===== src/rtl/pong_render_pipe.sv =====
// Pong render pipeline: VGA timing, frame-synchronous game-state shadows and a
// 3-stage pixel pipeline. Define PONG_GFX_FLASH_EN for the goal-flash border.
module pong_render_pipe #(
  parameter int          H_ACTIVE       = 640,
  parameter int          H_FP           = 16,
  parameter int          H_SYNC         = 96,
  parameter int          H_BP           = 48,
  parameter int          V_ACTIVE       = 480,
  parameter int          V_FP           = 10,
  parameter int          V_SYNC         = 2,
  parameter int          V_BP           = 33,
  parameter int          PAD_DISTANCE   = 16,
  parameter int          PAD_WIDTH      = 8,
  parameter int          PAD_HEIGHT     = 64,
  parameter int          BALL_SIZE_LOG2 = 4,
  parameter logic [7:0]  BG_LUM         = 8'h60,
  parameter int          FLASH_FRAMES   = 30
) (
  input  logic       clk_vga,
  input  logic       rst,
  input  logic [5:0] switch,
  input  logic [8:0] pad_left,
  input  logic [8:0] pad_right,
  input  logic [9:0] ball_x,
  input  logic [8:0] ball_y,
  input  logic       goal_pulse,
  output logic       frame_start,
  output logic       VGA_BLANK_N,
  output logic       VGA_HS,
  output logic       VGA_VS,
  output logic [7:0] VGA_R,
  output logic [7:0] VGA_G,
  output logic [7:0] VGA_B
);

  localparam int H_TOTAL = H_ACTIVE + H_FP + H_SYNC + H_BP;
  localparam int V_TOTAL = V_ACTIVE + V_FP + V_SYNC + V_BP;
  localparam int HW      = $clog2(H_TOTAL);
  localparam int VW      = $clog2(V_TOTAL);
  localparam int STAGES  = 3;
  localparam int N       = BALL_SIZE_LOG2;

  localparam logic [HW-1:0] H_LAST   = HW'(H_TOTAL - 1);
  localparam logic [HW-1:0] H_ACT    = HW'(H_ACTIVE);
  localparam logic [HW-1:0] X_LAST   = HW'(H_ACTIVE - 1);
  localparam logic [HW-1:0] HS_BEG   = HW'(H_ACTIVE + H_FP);
  localparam logic [HW-1:0] HS_END   = HW'(H_ACTIVE + H_FP + H_SYNC);
  localparam logic [VW-1:0] V_LAST   = VW'(V_TOTAL - 1);
  localparam logic [VW-1:0] V_ACT    = VW'(V_ACTIVE);
  localparam logic [VW-1:0] Y_LAST   = VW'(V_ACTIVE - 1);
  localparam logic [VW-1:0] VS_BEG   = VW'(V_ACTIVE + V_FP);
  localparam logic [VW-1:0] VS_END   = VW'(V_ACTIVE + V_FP + V_SYNC);
  localparam logic [10:0]   LP_X_LO  = 11'(PAD_DISTANCE);
  localparam logic [10:0]   LP_X_HI  = 11'(PAD_DISTANCE + PAD_WIDTH);
  localparam logic [10:0]   RP_X_LO  = 11'(H_ACTIVE - PAD_DISTANCE - PAD_WIDTH);
  localparam logic [10:0]   RP_X_HI  = 11'(H_ACTIVE - PAD_DISTANCE);
  localparam logic [10:0]   PAD_HALF = 11'(PAD_HEIGHT / 2);
  localparam logic [10:0]   BALL_LIM = 11'(1 << N);
  localparam logic [21:0]   DIST_LIM = 22'(1 << N);

  // ---------------------------------------------------------------- timing
  logic [HW-1:0] hcnt;
  logic [VW-1:0] vcnt;
  logic          h_end, v_end, latch;
  logic          act0, hs0, vs0;

  assign h_end = (hcnt == H_LAST);
  assign v_end = (vcnt == V_LAST);
  assign latch = (hcnt == '0) && (vcnt == V_ACT);
  assign frame_start = latch & ~rst;

  assign act0 = (hcnt < H_ACT) && (vcnt < V_ACT);
  assign hs0  = !((hcnt >= HS_BEG) && (hcnt < HS_END));
  assign vs0  = !((vcnt >= VS_BEG) && (vcnt < VS_END));

  always_ff @(posedge clk_vga) begin
    if (rst) begin
      hcnt <= '0;
      vcnt <= '0;
    end else if (h_end) begin
      hcnt <= '0;
      vcnt <= v_end ? '0 : vcnt + 1'b1;
    end else begin
      hcnt <= hcnt + 1'b1;
    end
  end

  // Game state is only sampled at the start of vertical blanking, so a
  // frame never mixes old and new object positions.
  logic [8:0] sh_pad_l, sh_pad_r, sh_by;
  logic [9:0] sh_bx;

  always_ff @(posedge clk_vga) begin
    if (rst) begin
      sh_pad_l <= '0;
      sh_pad_r <= '0;
      sh_bx    <= '0;
      sh_by    <= '0;
    end else if (latch) begin
      sh_pad_l <= pad_left;
      sh_pad_r <= pad_right;
      sh_bx    <= ball_x;
      sh_by    <= ball_y;
    end
  end

  // ------------------------------------------------------- goal flash
  logic [7:0] border_lum;

`ifdef PONG_GFX_FLASH_EN
  localparam int FW = ($clog2(FLASH_FRAMES + 1) < 3) ? 3 : $clog2(FLASH_FRAMES + 1);
  logic [FW-1:0] flash_cnt;
  logic          unused_sw;

  always_ff @(posedge clk_vga) begin
    if (rst)
      flash_cnt <= '0;
    else if (goal_pulse)
      flash_cnt <= FW'(FLASH_FRAMES);
    else if (frame_start && (flash_cnt != '0))
      flash_cnt <= flash_cnt - 1'b1;
  end

  assign border_lum = ((flash_cnt != '0) && !flash_cnt[2]) ? 8'h00 : 8'hFF;
  assign unused_sw  = switch[5];
`else
  localparam int unused_flash_frames = FLASH_FRAMES;
  logic unused_in;
  assign border_lum = 8'hFF;
  assign unused_in  = ^{switch[5], goal_pulse};
`endif

  // --------------------------------------------- sync/valid shift registers
  logic [STAGES:1] vld_pipe, hs_pipe, vs_pipe;

  always_ff @(posedge clk_vga) begin
    if (rst) begin
      vld_pipe <= '0;
      hs_pipe  <= '1;
      vs_pipe  <= '1;
    end else begin
      vld_pipe <= {vld_pipe[STAGES-1:1], act0};
      hs_pipe  <= {hs_pipe[STAGES-1:1], hs0};
      vs_pipe  <= {vs_pipe[STAGES-1:1], vs0};
    end
  end

  // ---------------------------------------------------------- stage 1
  logic [HW-1:0] s1_x;
  logic [VW-1:0] s1_y;

  always_ff @(posedge clk_vga) begin
    if (rst) begin
      s1_x <= '0;
      s1_y <= '0;
    end else begin
      s1_x <= hcnt;
      s1_y <= vcnt;
    end
  end

  // ---------------------------------------------------------- stage 2
  logic [10:0] x11, y11, bx11, by11, pl11, pr11, dx, dy;
  logic        frame2, pad2, far2;
  logic [21:0] dist2;
  logic [1:0]  chk2;

  always_comb begin
    x11    = 11'(s1_x);
    y11    = 11'(s1_y);
    bx11   = 11'(sh_bx);
    by11   = 11'(sh_by);
    pl11   = 11'(sh_pad_l);
    pr11   = 11'(sh_pad_r);
    frame2 = (s1_x == '0) || (s1_x == X_LAST) || (s1_y == '0) || (s1_y == Y_LAST);
    // pad extents are compared as y+half > centre so a pad near the top never underflows
    pad2   = ((x11 > LP_X_LO) && (x11 < LP_X_HI) &&
              ((y11 + PAD_HALF) > pl11) && (y11 < (pl11 + PAD_HALF))) ||
             ((x11 > RP_X_LO) && (x11 < RP_X_HI) &&
              ((y11 + PAD_HALF) > pr11) && (y11 < (pr11 + PAD_HALF)));
    dx     = (x11 > bx11) ? x11 - bx11 : bx11 - x11;
    dy     = (y11 > by11) ? y11 - by11 : by11 - y11;
    // large offsets must not square into a small (aliased) distance
    far2   = (dx >= BALL_LIM) || (dy >= BALL_LIM);
    dist2  = far2 ? '1 : (22'(dx) * 22'(dx)) + (22'(dy) * 22'(dy));
    chk2   = {s1_x[4] ^ s1_y[4], s1_x[1] ^ s1_y[1]};
  end

  logic        s2_frame, s2_pad;
  logic [21:0] s2_dist;
  logic [1:0]  s2_chk;

  always_ff @(posedge clk_vga) begin
    if (rst) begin
      s2_frame <= 1'b0;
      s2_pad   <= 1'b0;
      s2_dist  <= '1;
      s2_chk   <= '0;
    end else begin
      s2_frame <= frame2;
      s2_pad   <= pad2;
      s2_dist  <= dist2;
      s2_chk   <= chk2;
    end
  end

  // ---------------------------------------------------------- stage 3
  logic [7:0]      ball_lum, f_lum, bg;
  logic [2:0][7:0] rgb3;
  logic [2:0][7:0] rgb_q;

  always_comb begin
    ball_lum = (s2_dist >= DIST_LIM) ? 8'h00 : 8'(~s2_dist[N-1:0]) << (8 - N);
    f_lum    = s2_pad ? 8'hFF : (s2_frame ? border_lum : ball_lum);
    bg       = ((switch[0] & s2_chk[0]) | (switch[1] & s2_chk[1])) ? BG_LUM : 8'h00;
    for (int c = 0; c < 3; c++)
      rgb3[c] = switch[2+c] ? (bg | f_lum) : f_lum;
  end

  always_ff @(posedge clk_vga) begin
    if (rst)
      rgb_q <= '0;
    else
      rgb_q <= vld_pipe[STAGES-1] ? rgb3 : '0;
  end

  assign VGA_BLANK_N = vld_pipe[STAGES];
  assign VGA_HS      = hs_pipe[STAGES];
  assign VGA_VS      = vs_pipe[STAGES];
  assign VGA_R       = rgb_q[0];
  assign VGA_G       = rgb_q[1];
  assign VGA_B       = rgb_q[2];

endmodule


===== config.mk =====
export PLATFORM = sky130hd
export DESIGN_NAME = pong_render_pipe
export DESIGN_NICKNAME = d
export VERILOG_FILES = /design/src/rtl/pong_render_pipe.sv
export SDC_FILE = /design/constraint.sdc
export NUM_CORES = 1
export LEC_CHECK = 0
export CAP_MARGIN = 15
export CORE_MARGIN = 5
export CORE_UTILIZATION = 57
export DETAILED_ROUTE_END_ITERATION = 16
export PLACE_DENSITY = 0.75
export RECOVER_POWER = 100
export SYNTH_ARGS = -nofsm -noshare
export SYNTH_HDL_FRONTEND = slang
export SYNTH_SLANG_ARGS = --single-unit
export TNS_END_PERCENT = 20

===== constraint.sdc =====
create_clock -name clk_vga -period 9.47 [get_ports clk_vga]
set_clock_uncertainty 0.05 [all_clocks]
set_input_delay 1.4205 -clock clk_vga [delete_from_list [all_inputs] [get_ports clk_vga]]
set_output_delay 1.4205 -clock clk_vga [all_outputs]
set_load 0.02 [all_outputs]

# --- Word-level counts from Yosys, hierarchy flattened ---
# Cells that the tools add are included.
op_classes:
  add_sub_neg: 10
  n_mul: 2
  magnitude_cmp: 19
  eq_ne: 5
  n_mux: 10
  n_bitwise: 10
  reduce_logical: 23
ops:
  columns: ["operator", "count"]
  rows:
  - ["two-way mux 8 bit", 6]
  - ["multiplier 11 x 11 -> 22 bit", 2]
  - ["== test 10 bit (second input constant)", 3]
  - ["zero test 10 bit", 3]
  - ["less-than comparator 10 bit (second input constant)", 3]
  - ["adder 22 bit", 1]
  - [">= comparator 11 x 5 -> 1 bit (second input constant)", 2]
  - [">= comparator 22 x 5 -> 1 bit (second input constant)", 1]
  - ["> comparator 11 x 9 -> 1 bit", 2]
  - ["two-way mux 11 bit", 2]
  - ["subtractor 10 x 10 -> 11 bit", 2]
  - ["adder 10 x 1 -> 10 bit (second input constant)", 2]
  - ["adder 9 x 6 -> 10 bit (second input constant)", 2]
  - ["== test 10 x 9 -> 1 bit (second input constant)", 2]
  - ["less-than comparator 10 bit", 2]
  - ["less-than comparator 10 x 9 -> 1 bit (second input constant)", 2]
  - ["adder 10 x 6 -> 11 bit (second input constant)", 1]
  - ["subtractor 10 x 9 -> 11 bit", 1]
  - ["subtractor 9 x 10 -> 11 bit", 1]
  - [">= comparator 10 bit (second input constant)", 1]
  - [">= comparator 10 x 9 -> 1 bit (second input constant)", 1]
  - ["> comparator 10 bit", 1]
  - ["> comparator 10 bit (second input constant)", 1]
  - ["> comparator 10 x 5 -> 1 bit (second input constant)", 1]
  - ["other kinds (14)", 34]
totals:
  register_bits: 136
  in_bits: 46
  out_inout_bits: 28
  elab_cells: 97

# --- Logic depth before layout (Yosys ltp) ---
logic_depth:
  depth_word: 6
  depth_mapped: 37

# --- Worst setup path after synthesis ---
# No wires, ideal clock.
synth_timing:
  path_kind: "reg-to-reg"
  from: "register s1_y[8]"
  to: "register s2_dist[21]"
  setup_time_ns: 0.064
  t_arrival_ns: 8.694
  setup_slack_ns: 0.662
  path_stages_with_launch: 34
  n_path_buf: 3
  cell_sequence: "dfxtp_1 > ha_1 > clkbuf_1 > a211o_1 > or4_4 > and3_1 > o32ai_1 > xnor2_1 > clkbuf_1 > inv_2 > nand2_1 > inv_1 > fa_1 > inv_1 > fa_1 > inv_1 > fa_1 > fa_1 > fa_1 > fa_1 > inv_1 > fa_1 > inv_1 > ha_1 > clkbuf_1 > or3_1 > nand2b_1 > nor4b_1 > o31a_1 > nor3_1 > nor2_1 > a221oi_1 > xnor3_1 > nand4_1"
synth_between:
  elab_chain_len: 5
  word_cells_on_any_way: 9
  classes_between: "3 x add/sub; 1 x mul; 2 x order compare; 1 x mux; 2 x reduce/logical"
synth_lines:
  columns: ["item", "line_no", "text"]
  rows:
  - ["start: declaration", "150", "logic [VW-1:0] s1_y;"]
  - ["start signal: assignment", "158", "s1_y <= vcnt;"]
  - ["subtractor 9 x 10 -> 11 bit (tied with other cells)", "182", "dy = (y11 > by11) ? y11 - by11 : by11 - y11;"]
  - ["two-way mux 11 bit *", "182", null]
  - ["parallel branches: the longest is 3 deep, another holds multiplier 11 x 11 -> 22 bit", null, null]
  - ["end signal: assignment", "202", "s2_dist <= dist2;"]
  - ["end: declaration", "190", "logic [21:0] s2_dist;"]
# Mark *: on every way between the ends.
# A chain may end at the register's enable or synchronous reset.

# --- Final worst setup path ---
layout_timing:
  from: "register sh_bx[4]"
  to: "register s2_dist[21]"
layout_between:
  elab_chain_len: 5
  word_cells_on_any_way: 9
  classes_between: "3 x add/sub; 1 x mul; 2 x order compare; 1 x mux; 2 x reduce/logical"
layout_lines:
  columns: ["item", "line_no", "text"]
  rows:
  - ["start: declaration", "91", "logic [9:0] sh_bx;"]
  - ["start signal: assignment", "102", "sh_bx <= ball_x;"]
  - ["subtractor 10 x 10 -> 11 bit / > comparator 10 bit (equally long branches)", "181", "dx = (x11 > bx11) ? x11 - bx11 : bx11 - x11;"]
  - ["two-way mux 11 bit *", "181", null]
  - ["parallel branches: the longest is 3 deep, another holds multiplier 11 x 11 -> 22 bit", null, null]
# Marks and branches as above.

==> metrics.yaml <==
status: "finished with violations"
violations: "max-capacitance violations, max-slew violations"
cp.arrival_ns: 9.24
grt_pass1_vias: 11600
route.detailed.drc: 0
fillers: 2065
drive_gt1_share_pct: 8.32
fin_crit_sh_pct: 95.3
synth_edf_count: 0
std_cell_rows: 57
clockBufferDepth: 2
endpoint_kind: "register"
nNetsFinal: 2086
vias_per_cell: 5.35
antenna_found_initial: 0
postSynthCellCount: 1618
overflow: 0
path_common_cell: "fa_1"
fin_setup_tns_ns: 0
cts_tree: "built"
grt_pass1_wl_um: 53700
relSlewSlack_pct: -22.4
swShare_pct: 35.2
power_mw: 1.93
synth_cell_types: 74
gp_congestion: 0.925
seqPwrFrac_pct: 27.8
power_density_mw_per_mm2: 123
ys.flop_type: "dfxtp_1"
required_ns: 9.68
insertedDiodeCount: 0
p_clk_share_pct: 34.8
vias: 10900
ios: 74
start_kind: "register"
die-height_um: 166
cellLeakagePower_nw: 7.55
timing.fmax_mhz: 111
grt_max_degree: 41
fin_util_pct: 65.2
clk_pin_slew_ns: 0.06
combPwrFrac_pct: 37.4
worst-path-buf-inv: 7
syn_area_per_cell_um2: 8.54
drtIter0Drc: 573
cpLargestDelayFamily: "adder cells"
min_period_ns: 9.03
drt.antenna.violating_nets: 0
ir_drop_mv: 0.114
path_class: "reg -> reg"
ys_async_sr_fraction_pct: 0
yosys_warnings: 0
rsz0062_at_grt: "false"
worst-path-max-fanout: 7
cts_buffers: 17
drt-total-wl_um: 31200
dp.final_hpwl_um: 25700
finalSetupViolCount: 0
worst_slew_pin_slew_ns: 1.84
clkSinkCount: 121
slowest_stage: "fa_1"
p_switching_mw: 0.680
syn-num-nets: 1999
cap_violations: 2
worst_hold_path_type: "reg -> reg"
internal_power_mw: 1.25
critPathMaxStageDelay_ns: 0.55
core_area_mm2: 0.0241
yosysSeqAreaShare_pct: 17.5
netlist_area_mm2: 0.0138
grt_util_all_layers_pct: 23.5
drv_slew: 81
ctsHtreeMaxLevel: 4
ys_seq_elements: 121
root_buffer: "clkbuf_16"
start_util_pct: 57.4
hold_violations: 0
numPortBuffers: 71
dieArea_mm2: 0.0275
avgRoutedWirePerCell_um: 15.3
dieWidth_um: 166
area_delta_synth_final_pct: 13.7
worst_skew_pair.late_latency_ns: 0.42
drt_first_pass_iters: 5
-- path summary, 6_finish.rpt --
check,end,startpoint,cells past startpoint,slack (ns)
worst max-delay path,s2_dist[21],sh_bx[4],34,0.44
worst min-delay path,vs_pipe[3],vs_pipe[2],1,0.36
worst max register to register,s2_dist[21],sh_bx[4],34,0.44
worst min register to register,vs_pipe[3],vs_pipe[2],1,0.36
-- per-stage QoR --
step | cells | setup slack, ns | hold slack [ns] | instance area [um2]
6_report | 2042 | 0.443 | 0.359 | 15700
5_1_grt | 2042 | 0.0290 | 0.380 | 15700
4_1_cts | 2040 | 0.207 | 0.360 | 15700
3_5_place_dp | 2008 | 0.233 | 0.345 | 15100
3_3_place_gp | 2008 | 0.296 | 0.343 | 15100
2_1_floorplan | 1618 | 0.662 | 0.339 | 13800
-- cells in the mapped netlist, types with 8 or more instances --
| cell type | instances | area [um2] |
|---|---|---|
| dfxtp_1 | 121 | 2420 |
| nand2b_1 | 16 | 100 |
| or3_1 | 8 | 50.1 |
| o21a_1 | 13 | 97.6 |
| nand2_1 | 127 | 477 |
| nor4_1 | 14 | 87.6 |
| nand4_1 | 32 | 200 |
| nor3_1 | 18 | 90.1 |
| o21ai_0 | 28 | 140 |
| fa_1 | 168 | 3360 |
| clkbuf_1 | 39 | 146 |
| or2_2 | 21 | 131 |
| nand3_1 | 21 | 105 |
| o211ai_1 | 11 | 82.6 |
| xnor2_1 | 33 | 289 |
| inv_1 | 342 | 1280 |
| nor2_1 | 140 | 526 |
| xor2_1 | 20 | 175 |
| nor2b_1 | 21 | 131 |
| and3_1 | 8 | 50.1 |
| a211oi_1 | 9 | 67.6 |
| a21o_1 | 18 | 135 |
| ha_1 | 167 | 2090 |
| a21oi_1 | 91 | 455 |
| buf_2 | 9 | 45.0 |
| mux2i_1 | 13 | 130 |
| buf_4 | 16 | 120 |
-- placed cells by master, fill, tap and decap left out, types with 17 or more instances in the layout --
cell type and count:
dlygate4sd3_1 28, nand2_1 127, or2_2 20, ha_1 163, xnor2_1 32, clkdlybuf4s50_1 42
nand4_1 32, buf_4 61, fa_1 168, nand3_1 21, xor2_1 20, nor3_1 18
o21ai_0 28, a21oi_1 90, a21o_1 18, nor2b_1 21, inv_1 342, clkbuf_16 17
dfxtp_1 121, nor2_1 139
-- flip-flops by register name, summed over array words and instances, names as in the netlist, 3 cells and up --
| signal | cells |
|---|---|
| sh_bx | 10 |
| vcnt | 10 |
| sh_pad_r | 9 |
| vld_pipe | 3 |
| vs_pipe | 3 |
| s2_dist | 22 |
| s1_y | 10 |
| hcnt | 10 |
| sh_by | 9 |
| hs_pipe | 3 |
| VGA_R | 5 |
| sh_pad_l | 9 |
| s1_x | 10 |
-- layout make-up --
class	count	area, um2	area share, %
Inverter	347	1310	8.33
Timing Repair Buffer	135	1170	7.47
Clock buffer	18	429	2.73
Clock inverter	14	183	1.16
Multi-Input combinational cell	1083	9800	62.3
Tap cell	324	405	2.58
Sequential cell	121	2420	15.4
-- timing repair --
item | 4_1_cts | 5_1_grt
endpoints found under the setup margin | 0 | 2
hold buffers | 0 | 0
buffers inserted | 0 | 2
resized for setup | 0 | 12
-- power by group through the flow --
stage | Combinational, mW | Sequential (mW) | Clock (mW)
after floorplan | 0.517 | 0.547 | 0
after global placement | 0.704 | 0.547 | 0
after detailed placement | 0.721 | 0.548 | 0
after CTS | 0.730 | 0.537 | 0.681
after global routing | 0.829 | 0.539 | 0.709
final | 0.724 | 0.537 | 0.673
-- per-layer routing --
metal,global-route usage (%),vias up,share of wire (%)
li1,-,5290,-
met1,28.0,5282,41
met3,4.12,82,4.5
met5,0,-,0
met4,9.58,0,3.9
met2,41.9,268,51
-- cell families after synthesis --
group	share of synthesized area (%)
multiplexers	1.20
adder cells (fa/ha/maj)	39.4
flip-flops	17.5
XOR/XNOR	3.95
buffers and inverters	11.9
AO/OA/AOI/OAI	9.98
AND/OR/NAND/NOR	16.0
-- worst reg2reg max path: cells and delay by family, from the launching register on --
kind,cells,cell delay [ns]
adders and majority gates,9,4.30
and+or+nand+nor,6,1.03
AOI/OAI and AO/OA,10,2.27
buffers and inverters,7,0.42
muxes,1,0.25
DFF,1,0.35
xor gates and xnor gates,1,0.22
(Power assumes the default switching activity.)
